--- src/rtl/muldiv_pkg.sv ---
// muldiv_pkg: shared definitions for the multi-cycle MULT/DIV sequencer.
//   MULDIV_WIDTH : operand / HI / LO width
//   OP_MULT/OP_DIV : encoding of the op input
//   state_t      : sequencer FSM states (explicit legacy encoding)
// Optional feature macro used by muldiv_seq: MULDIV_DIVZERO_TRAP_EN.
package muldiv_pkg;

    localparam int unsigned MULDIV_WIDTH = 16;

    localparam logic OP_MULT = 1'b0;
    localparam logic OP_DIV  = 1'b1;

    typedef enum logic [1:0] {
        S_IDLE = 2'd0,
        S_RUN  = 2'd1,
        S_DONE = 2'd2
    } state_t;

endpackage

--- src/rtl/muldiv_step.sv ---
// muldiv_step: one combinational iteration of shift-add multiply or
// restoring divide on the {acc_hi, acc_lo} working pair.
// Ports:
//   op      in   0=MULT, 1=DIV
//   acc_hi  in   upper working half (partial product / partial remainder)
//   acc_lo  in   lower working half (multiplier bits / dividend+quotient bits)
//   a       in   latched multiplicand / dividend
//   b       in   latched multiplier / divisor
//   nxt_hi  out  next acc_hi
//   nxt_lo  out  next acc_lo
module muldiv_step
    import muldiv_pkg::*;
#(
    parameter int unsigned WIDTH = MULDIV_WIDTH
) (
    input  logic             op,
    input  logic [WIDTH-1:0] acc_hi,
    input  logic [WIDTH-1:0] acc_lo,
    input  logic [WIDTH-1:0] a,
    input  logic [WIDTH-1:0] b,
    output logic [WIDTH-1:0] nxt_hi,
    output logic [WIDTH-1:0] nxt_lo
);

    logic [WIDTH:0]   sum;
    logic [WIDTH-1:0] sh_hi;
    logic [WIDTH:0]   trial;

    always_comb begin
        sum    = '0;
        sh_hi  = '0;
        trial  = '0;
        nxt_hi = acc_hi;
        nxt_lo = acc_lo;
        if (op == OP_MULT) begin
            sum    = {1'b0, acc_hi} + (acc_lo[0] ? {1'b0, a} : '0);
            nxt_hi = sum[WIDTH:1];
            nxt_lo = {sum[0], acc_lo[WIDTH-1:1]};
        end else begin
            sh_hi = {acc_hi[WIDTH-2:0], acc_lo[WIDTH-1]};
            // The bit shifted out of acc_hi is kept as the trial's MSB so
            // divisors above 2^(WIDTH-1) still restore correctly; the
            // partial remainder is below 2*b, so trial[WIDTH] is a clean
            // borrow flag.
            trial = {acc_hi[WIDTH-1], sh_hi} - {1'b0, b};
            if (trial[WIDTH] == 1'b0) begin
                nxt_hi = trial[WIDTH-1:0];
                nxt_lo = {acc_lo[WIDTH-2:0], 1'b1};
            end else begin
                nxt_hi = sh_hi;
                nxt_lo = {acc_lo[WIDTH-2:0], 1'b0};
            end
        end
    end

endmodule

--- src/rtl/muldiv_seq.sv ---
// muldiv_seq: multi-cycle unsigned WIDTHxWIDTH multiply / WIDTH/WIDTH divide
// sequencer owning the architected HI/LO pair (MFHI/MFLO source).
// One iteration per clock; start/busy/done handshake to the control unit.
// Ports:
//   clk        in   clock, rising edge
//   rst        in   asynchronous active-high reset
//   start      in   launch op; accepted in IDLE or DONE, ignored in RUN
//   op         in   0=MULT, 1=DIV
//   operand_a  in   multiplicand / dividend
//   operand_b  in   multiplier / divisor
//   busy       out  high exactly while iterating
//   done       out  one-cycle completion pulse
//   hi         out  MULT: product upper half; DIV: remainder
//   lo         out  MULT: product lower half; DIV: quotient
//   div_zero   out  (only with MULDIV_DIVZERO_TRAP_EN) DIV by zero trapped
// Configuration macro: MULDIV_DIVZERO_TRAP_EN. When undefined, a divide by
// zero runs the full iteration count and yields lo=all-ones, hi=dividend.
module muldiv_seq
    import muldiv_pkg::*;
#(
    parameter int unsigned WIDTH = MULDIV_WIDTH,
    parameter int unsigned CNT_W = 5
) (
    input  logic             clk,
    input  logic             rst,
    input  logic             start,
    input  logic             op,
    input  logic [WIDTH-1:0] operand_a,
    input  logic [WIDTH-1:0] operand_b,
    output logic             busy,
    output logic             done,
    output logic [WIDTH-1:0] hi,
    output logic [WIDTH-1:0] lo
`ifdef MULDIV_DIVZERO_TRAP_EN
    ,
    output logic             div_zero
`endif
);

    localparam logic [CNT_W-1:0] LAST_ITER = CNT_W'(WIDTH - 1);

    state_t           state;
    logic [CNT_W-1:0] cnt;
    logic             op_r;
    logic [WIDTH-1:0] a_r;
    logic [WIDTH-1:0] b_r;
    logic [WIDTH-1:0] acc_hi;
    logic [WIDTH-1:0] acc_lo;
    logic [WIDTH-1:0] nxt_hi;
    logic [WIDTH-1:0] nxt_lo;

`ifdef MULDIV_DIVZERO_TRAP_EN
    logic trap;
    assign trap = (op == OP_DIV) && (operand_b == '0);
`endif

    muldiv_step #(
        .WIDTH (WIDTH)
    ) u_step (
        .op     (op_r),
        .acc_hi (acc_hi),
        .acc_lo (acc_lo),
        .a      (a_r),
        .b      (b_r),
        .nxt_hi (nxt_hi),
        .nxt_lo (nxt_lo)
    );

    assign busy = (state == S_RUN);
    assign done = (state == S_DONE);

    always_ff @(posedge clk or posedge rst) begin
        if (rst) begin
            state  <= S_IDLE;
            cnt    <= '0;
            op_r   <= OP_MULT;
            a_r    <= '0;
            b_r    <= '0;
            acc_hi <= '0;
            acc_lo <= '0;
            hi     <= '0;
            lo     <= '0;
`ifdef MULDIV_DIVZERO_TRAP_EN
            div_zero <= 1'b0;
`endif
        end else begin
            case (state)
                S_IDLE, S_DONE: begin
                    if (start) begin
                        op_r   <= op;
                        a_r    <= operand_a;
                        b_r    <= operand_b;
                        cnt    <= '0;
                        acc_hi <= '0;
                        acc_lo <= (op == OP_DIV) ? operand_a : operand_b;
                        state  <= S_RUN;
`ifdef MULDIV_DIVZERO_TRAP_EN
                        div_zero <= trap;
                        if (trap) begin
                            state <= S_DONE;
                        end
`endif
                    end else begin
                        state <= S_IDLE;
                    end
                end
                S_RUN: begin
                    acc_hi <= nxt_hi;
                    acc_lo <= nxt_lo;
                    cnt    <= cnt + 1'b1;
                    // HI/LO are written straight from the final step so
                    // they change only on the DONE-entry edge.
                    if (cnt == LAST_ITER) begin
                        hi    <= nxt_hi;
                        lo    <= nxt_lo;
                        state <= S_DONE;
                    end
                end
                default: state <= S_IDLE;
            endcase
        end
    end

endmodule
--- config.mk ---
export PLATFORM = sky130hd
export DESIGN_NAME = muldiv_seq
export DESIGN_NICKNAME = d
export VERILOG_FILES = /design/src/rtl/muldiv_pkg.sv /design/src/rtl/muldiv_step.sv /design/src/rtl/muldiv_seq.sv
export SDC_FILE = /design/constraint.sdc
export NUM_CORES = 1
export LEC_CHECK = 0
export CAP_MARGIN = 15
export CORE_ASPECT_RATIO = 1.1
export CORE_UTILIZATION = 24
export DETAILED_ROUTE_END_ITERATION = 6
export HOLD_SLACK_MARGIN = 0.02
export PLACE_DENSITY = 0.46
export SYNTH_ARGS = -nofsm -noshare
export SYNTH_HDL_FRONTEND = slang
export SYNTH_SLANG_ARGS = --single-unit
export TNS_END_PERCENT = 50
--- constraint.sdc ---
create_clock -name clk -period 11.56 [get_ports clk]
set_input_delay 3.468 -clock clk [delete_from_list [all_inputs] [get_ports clk]]
set_output_delay 3.468 -clock clk [all_outputs]
set_load 0.02 [all_outputs]
# Word level (Yosys, flattened, before mapping)
# Index checks and enable logic that the tools add are counted.
# op_classes
div_mod_pow	0
n_reduce_logical	6
bitwise	0
n_mux	15
shifts	0
mul	0
n_addsub	3
n_lt_le_gt_ge	0
n_eq_ne	5
# ops
operator	n
16-bit 2-to-1 mux	7
16-bit case mux with 2 select lines	2
16-bit by 17-bit adder with 17-bit output	1
17-bit by 16-bit subtractor with 17-bit output	1
5-bit case mux with 2 select lines	1
2-bit AND reduction	3
5-bit by 1-bit adder with 5-bit output, second input constant	1
5-bit by 4-bit equality test with 1-bit output, second input constant	1
5-bit 2-to-1 mux	1
2-bit case mux with 2 select lines	1
2-bit by 1-bit equality test with 1-bit output, second input constant	1
2-bit equality test, second input constant	1
2-bit zero test	1
1-bit 2-to-1 mux	2
2-bit 2-to-1 mux	1
2-bit by 1-bit != test with 1-bit output, second input constant	1
2-bit != test, second input constant	1
2-bit nonzero test	1
2-bit OR reduction	1
# word_totals
inputBits	36
mem_bits_rw	0
ff_bits	104
mem_count	0
latchBits	0
output_inout_bits	34
wordCells	38
romBits	0

# Logic depth before layout (Yosys ltp)
# Gate-level depths: netlist (run 1).
# logic_depth
depth_word	4
depth_mapped	13
mapped_depth_nobuf	12

# Hierarchy
# From an unflattened synthesis (run 1), not the netlist that was laid out.
# unflattened
cells_unflattened	651
area_unflattened_um2	6378.6
# modules_own_cells
mod	instances	area_each_um2	cells_per_inst	seq_area_each_um2
muldiv_seq	1	4185.3	345	2602.5
muldiv_step	1	2193.4	306	0.0

# Least setup slack after synthesis (run 1)
# Ideal clock, no wire load.
# synth_path
path_kind	input port to flip-flop
from	input op
to	register acc_lo[9]
n_path_buf	2
t_arrival_ns	4.729
setup_slack_ns	6.697
path_stages	6
setup_ns	0.134
required_time_ns	11.426
cell_sequence	clkbuf_1 -> clkbuf_1 -> mux2i_1 -> nor2_1 -> a21oi_1 -> o21ai_0
# synth_via
elab_chain_cells	3
# synth_lines
item	line	source
start: declaration	muldiv_seq.sv:27	input logic op,
16-bit 2-to-1 mux	muldiv_seq.sv:95	acc_lo <= (op == OP_DIV) ? operand_a : operand_b;
16-bit 2-to-1 mux	muldiv_seq.sv:89	if (start) begin
16-bit case mux with 2 select lines	muldiv_seq.sv:87	case (state)
end signal: assignment	muldiv_seq.sv:95	
end signal: assignment	muldiv_seq.sv:109	acc_lo <= nxt_lo;
end: declaration	muldiv_seq.sv:48	logic [WIDTH-1:0] acc_lo;
# Every way passes these cells. The select of a mux whose other input is x is not followed.
# A chain may end at the register's enable or synchronous reset.

# Worst setup path in the final report (run 1)
# layout_path
from	register state[0]
to	output busy
# layout_via
elab_chain_cells	1
# layout_lines
item	line	source
start: declaration	muldiv_seq.sv:42	state_t state;
start signal: assignment	muldiv_seq.sv:74	state <= S_IDLE;
start signal: assignment	muldiv_seq.sv:96	state <= S_RUN;
start signal: assignment	muldiv_seq.sv:104	state <= S_IDLE;
2-bit by 1-bit equality test with 1-bit output	muldiv_seq.sv:69	assign busy = (state == S_RUN);
end: declaration	muldiv_seq.sv:30	output logic busy,
# Every way passes these cells.

==> flow_summary.json, run 1 <==
{
  "status": "finished clean",
  "die_w_um": 155.5,
  "grt_start_max_net_pins": 57,
  "hold_slack_ns": 0.4689,
  "totalNegativeSetupSlack_ns": 0,
  "dpl_cell_area_um2": 7249,
  "final_cells": 1092,
  "synth.yosys.seq_area_share_pct": 41.83,
  "post-place-cells": 1077,
  "crit_arrival_ns": 2.18,
  "intPower_uw": 1419,
  "io_pins": 70,
  "path_class": "reg2out",
  "drtAntennaViolNets": 0,
  "grt_antenna_before_repair": 0,
  "p_sw_uw": 1254,
  "synthAdderAreaFrac_pct": 7.482,
  "synthTopCellsByCount": "117 x nand2_1, 104 x dfrtp_1, 72 x o21ai_0",
  "synthXorXnorAreaFrac_pct": 2.675,
  "synth-seq-cells": 104,
  "crit_end": "busy",
  "holdBufCountCts": 0,
  "grt_pass1_vias": 5256,
  "place.gp.congestion": 0.7890,
  "required_ns": 8.09,
  "die-height_um": 170.9,
  "synth_area_leaders": "dfrtp_1 42%, nand2_1 7.1%, ha_1 6.8%",
  "synth_compound_area_share_pct": 21.84,
  "yosys_warnings": 0,
  "drtIter0Drc": 259,
  "rsz0062_at_grt": "no",
  "finalSetupViolCount": 0,
  "ir_drop_uv": 95.81,
  "synthArstFlopShare_pct": 100.0,
  "finalCritPeriodShare_pct": 48.84,
  "synth_edf_count": 0,
  "clock-sinks": 104,
  "max_cap_violations": 0,
  "insertion_delay_ns": 0.36,
  "dieArea_um2": 26570,
  "comb_power_share_pct": 62.2,
  "pwr-share-seq_pct": 25.6,
  "finalHoldViolations": 0,
  "fin_area_um2": 7553,
  "routed_wl_um": 18920,
  "n_antenna_cell": 0,
  "r2r.worst_path.cells": 12,
  "grt_first_pass_wirelength_um": 30430,
  "clkPwrFrac_pct": 12.1,
  "rows": 61,
  "hp-class": "reg2reg",
  "fin_crit_ns": 5.646,
  "routed_via_density": 4.638,
  "synth_top_area_share_pct": 41.83,
  "cts_resized": 0,
  "r2r-end": "hi[0]",
  "portBuffers": 69,
  "syn-num-nets": 765,
  "slew_viol_final": 0,
  "max_slew_margin_pct": 21.52,
  "r2r_start": "acc_lo[15]",
  "synth_top_family_by_area": "compound AO/OA/AOI/OAI gates",
  "syn2layout_area_growth_pct": 21.42,
  "htreeDepth": 3,
  "leakagePower_uw": 0.003386,
  "reg2reg_slack_ns": 7.71,
  "drtPass1Iterations": 4,
  "overflow": 0,
  "swShare_pct": 46.91,
  "power_density_nw_per_um2": 353.9,
  "post-cts-setup-buffers": 0,
  "drive_above_1_share_pct": 5.898,
  "synth_flop_cell": "dfrtp_1",
  "wl_per_cell_um": 17.32,
  "coreArea_um2": 25340,
  "worstMarginPinSlew_ns": 1.173,
  "cp-end-kind": "output pin",
  "crit_start": "state[0]",
  "netlist_instances": 693,
  "cp_max_fo": 16,
  "syn-cell-area_um2": 6221,
  "via_count": 5065,
  "startpoint_type": "flip-flop",
  "grt.total_usage_pct": 14.98,
  "yosys.area.top_type": "dfrtp_1",
  "dpl.hpwl_um": 13440,
  "start_util_pct": 24.55,
  "synth.distinct_cells": 69,
  "drc_errors": 0,
  "synthMuxAreaShare_pct": 5.632,
  "clock_path_buffers": 2,
  "yosys.area_share.simple_pct": 16.57,
  "cts_tree": "done",
  "cts_made_buffers": 9,
  "finClkSkew_ns": 0.008168,
  "layout.nets": 814,
  "fmax_mhz": 177.1,
  "syn_area_per_cell_um2": 8.977,
  "synth.most_common_cell": "nand2_1",
  "clkSlewWorstSetupHoldPaths_ns": 0.07,
  "cts_root_buffer": "clkbuf_16"
}
-- metal layers --
layer / routed length [um] / up-vias / track usage (%)
met2: 8618 / 105 / 24.20
met3: 577 / 27 / 2.102
met5: 0 / - / 0
met4: 421 / 0 / 5.243
li1: - / 2549 / -
met1: 9299 / 2384 / 20.40
-- cells in the final DEF (no fill, tap or decap), types with 10 or more instances in the layout --
cell type and count:
ha_1 34, a31oi_1 13, a21oi_1 37, nand3_1 13
dfrtp_1 103, mux2i_1 31, nor3_1 10, nand2_1 116
and2_1 21, nor2_1 41, clkdlybuf4s50_1 69, o21ai_0 72
inv_1 21, a21o_1 14, xnor2_1 11
-- power by group through the flow --
stage               combinational [uW]  clock, uW  sequential [uW]
global route                      1860        345              713
CTS                               1670        332              689
global placement                  1660          0              694
floorplan                         1160          0              715
finish                            1660        325              685
detailed placement                1660          0              696
-- logic make-up after synthesis --
family	after synthesis
simple gates	231
compound gates	208
flops	104
buf+inv	61
fa+ha+maj	36
mux	34
xor+xnor	19
-- flip-flops by register name (all words and copies together) (netlist names) --
name	cells
lo	16
cnt	5
op_r	1
a_r	16
state	2
acc_lo	16
acc_hi	16
hi	16
b_r	16
-- how the worst min path moves through the flow --
stage	from	endpoint	cells after the start
4_1_cts	a_r[11]	a_r[11]	2
2_1_floorplan	a_r[0]	a_r[0]	2
6_report	a_r[11]	a_r[11]	2
3_3_place_gp	a_r[10]	a_r[10]	2
5_1_grt	a_r[3]	a_r[3]	2
3_5_place_dp	a_r[3]	a_r[3]	2
-- final cells by class --
type                    count  area (um2)
flip-flops and latches    104        2604
fillers                  2767       17790
inverters                  24       92.59
clock inverters             5       65.06
well taps                 346       432.9
clock buffers              10       239.0
repair buffers             75       735.7
multi-input cells         528        3385
-- critical path, stage by stage (launching register included) --
cell             delay (ns)
dfrtp_1                0.44
nand2b_1               0.12
clkinv_1               0.54
clkdlybuf4s50_1        0.73
-- per-stage QoR --
| step | worst slack [ns] | util, % | power (uW) |
|---|---|---|---|
| 2_1_floorplan | 5.360 | - | 1872 |
| 3_3_place_gp | 5.764 | 28.61 | 2355 |
| 3_5_place_dp | 5.751 | 28.61 | 2359 |
| 4_1_cts | 5.889 | 29.81 | 2695 |
| 5_1_grt | 5.814 | 29.81 | 2917 |
| 6_report | 5.914 | 29.81 | 2673 |
Note: power is estimated with default switching activity, not from simulation.
==> inputs of run 2 (changes only) <==
--- a/config.mk
+++ b/config.mk
@@ -10,7 +10,7 @@
 export CORE_UTILIZATION = 24
 export DETAILED_ROUTE_END_ITERATION = 6
 export HOLD_SLACK_MARGIN = 0.02
-export PLACE_DENSITY = 0.46
+export PLACE_DENSITY = 0.47
 export SYNTH_ARGS = -nofsm -noshare
 export SYNTH_HDL_FRONTEND = slang
 export SYNTH_SLANG_ARGS = --single-unit
==> constraint.sdc (replaced) <==
create_clock -name clk -period 4.7 [get_ports clk]
set_input_delay 1.41 -clock clk [delete_from_list [all_inputs] [get_ports clk]]
set_output_delay 1.41 -clock clk [all_outputs]
set_load 0.02 [all_outputs]
==> run 2 against run 1 <==
Against the previous run:
- global-route usage down 0.21 points
- via count up 0.97%
- clock skew rose by 0.0045 ns
- routed wire length up 0.46%
- final area increased by 0.66%
- final cell count is 0.55% higher
- setup slack got worse by 4.7 ns
- die area unchanged
- sequential power rose by 150%
- first-iteration DRC count increased by 6.9%
- sequential share of layout area is 0.23 points lower
- non-clock buffer count increased by 5
- critical endpoint is now hi[11]
- largest power group unchanged
==> flow_summary.json, run 2 (same netlist as run 1, synthesis figures left out) <==
{
  "status": "finished clean",
  "drive_above_1_share_pct": 6.649,
  "grt_start_max_net_pins": 57,
  "slew_viol_final": 0,
  "overflow": 0,
  "fin_util_pct": 30.01,
  "hp-class": "reg2reg",
  "grtUsageMet2_pct": 24.23,
  "holdBufCountCts": 0,
  "max_cap_violations": 0,
  "insertion_delay_ns": 0.36,
  "fin_crit_ns": 3.503,
  "cp_max_fo": 18,
  "portBuffers": 69,
  "cts_tree": "done",
  "finalHoldViolations": 0,
  "rows": 61,
  "post-cts-setup-buffers": 0,
  "final_common_cell": "nand2_1",
  "grt_pass1_vias": 5132,
  "ir_drop_uv": 319.3,
  "leakagePower_uw": 0.003409,
  "via_count": 5114,
  "finalSetupViolCount": 0,
  "top_usage_layer": "met2",
  "crit_path_max_incr_delay_ns": 0.57,
  "r2r.worst_path.cells": 12,
  "dieArea_um2": 26570,
  "rsz0062_at_grt": "no",
  "fmax_mhz": 285.5,
  "finClkSkew_ns": 0.01264,
  "drtPass1Iterations": 4,
  "cts_root_buffer": "clkbuf_16",
  "clock-sinks": 104,
  "r2r_start": "acc_lo[0]",
  "io_pins": 70,
  "dpl_cell_area_um2": 7300,
  "drtAntennaViolNets": 0,
  "place_worst_setup_slack_ns": 1.255,
  "grt.total_usage_pct": 14.76,
  "r2r-end": "hi[11]",
  "cp-end-kind": "flip-flop",
  "path_class": "reg2reg",
  "worstMarginPinSlew_ns": 0.9890,
  "met3_usage_pct": 1.444,
  "dpl.hpwl_um": 13770,
  "worst_path_max_delay_cell": "dfrtp_1",
  "finalCritPeriodShare_pct": 74.52,
  "routed_wl_um": 19000,
  "grt_first_pass_wirelength_um": 30050,
  "reg2reg_slack_ns": 1.20,
  "clkSlewWorstSetupHoldPaths_ns": 0.08,
  "n_antenna_cell": 0,
  "clock_path_buffers": 2,
  "crit_path_frequent_cell": "o21ai_0",
  "start_util_pct": 24.55,
  "die_w_um": 155.5,
  "cts_made_buffers": 9,
  "drtIter0Drc": 277,
  "totalNegativeSetupSlack_ns": 0,
  "coreArea_um2": 25340,
  "crit_arrival_ns": 3.73,
  "htreeDepth": 3,
  "routed_via_density": 4.658,
  "power_density_nw_per_um2": 866.9,
  "crit_chain": "and2_1 -> ha_1 -> fa_1 -> a211oi_1 -> o21ai_0 -> a31oi_1 -> o21ai_0 -> o21a_1 -> nor2_1 -> xnor2_1 -> a221oi_2 -> o21ai_0",
  "startpoint_type": "flip-flop",
  "hold_slack_ns": 0.4709,
  "grt_antenna_before_repair": 0,
  "required_ns": 4.92,
  "grt.met1_usage_pct": 20.52,
  "drc_errors": 0,
  "max_slew_margin_pct": 34.07,
  "final_cell_mix": "116 x nand2_1, 103 x dfrtp_1, 72 x o21ai_0",
  "hold_path_depth": 2,
  "layout.nets": 819,
  "place.gp.congestion": 0.8399,
  "cts_resized": 0,
  "fin_ws_ns": 1.197,
  "hold_path.startpoint": "a_r[0]",
  "die-height_um": 170.9,
  "wl_per_cell_um": 17.31,
  "holdPathEnd": "a_r[0]",
  "syn2layout_area_growth_pct": 22.22,
  "fin_area_um2": 7604
}
## run 2: changes by cell type in the layout (fill, tap and decap cells not counted), sizes merged
cell,previous run,this run
clkinvlp,0,2
buf,6,11
clkbuf,10,9
## run 2: cell type report
type                            instances  area [um2]
Clock buffer                            9       225.2
Inverter                               24       92.59
Sequential cell                       104        2604
Fill cell                            2804       17740
Timing Repair Buffer                   80       785.8
Clock inverter                          7       78.83
Tap cell                              346       432.9
Multi-Input combinational cell        528        3385
## run 2: critical path, delay by kind of cell (launching register included)
kind            cells  cell delay, ns
flops               1            0.57
compound gates      7            1.73
xor+xnor            1            0.09
fa+ha+maj           2            0.63
simple gates        2            0.35
## run 2: worst max path at each step
stage          startpoint         end  slack (ns)  cells past startpoint
2_1_floorplan         rst      a_r[0]        0.56                      1
3_3_place_gp        start  acc_lo[11]        1.25                      6
3_5_place_dp        start  acc_lo[10]        1.25                      6
4_1_cts         acc_lo[0]      hi[11]        1.23                     12
5_1_grt         acc_lo[0]      hi[11]        0.93                     12
6_report        acc_lo[0]      hi[11]        1.20                     12
## run 2: stage by stage
step                cells  power [uW]
floorplan             693        4604
finish               1098        6592
global route         1098        7142
CTS                  1098        6640
detailed placement   1082        5814
global placement     1082        5819
## run 2: layer usage
metal | vias to the layer above | routed length, um
li1 | 2559 | -
met4 | 0 | 238
met1 | 2464 | 9358
met2 | 78 | 8867
met5 | - | 0
met3 | 13 | 539
## run 2: power breakdown
group	leakage (uW)	switching, uW	internal, uW
registers	0.00123	352	1350
logic	0.00203	2370	1720
clock network	0.000144	379	420
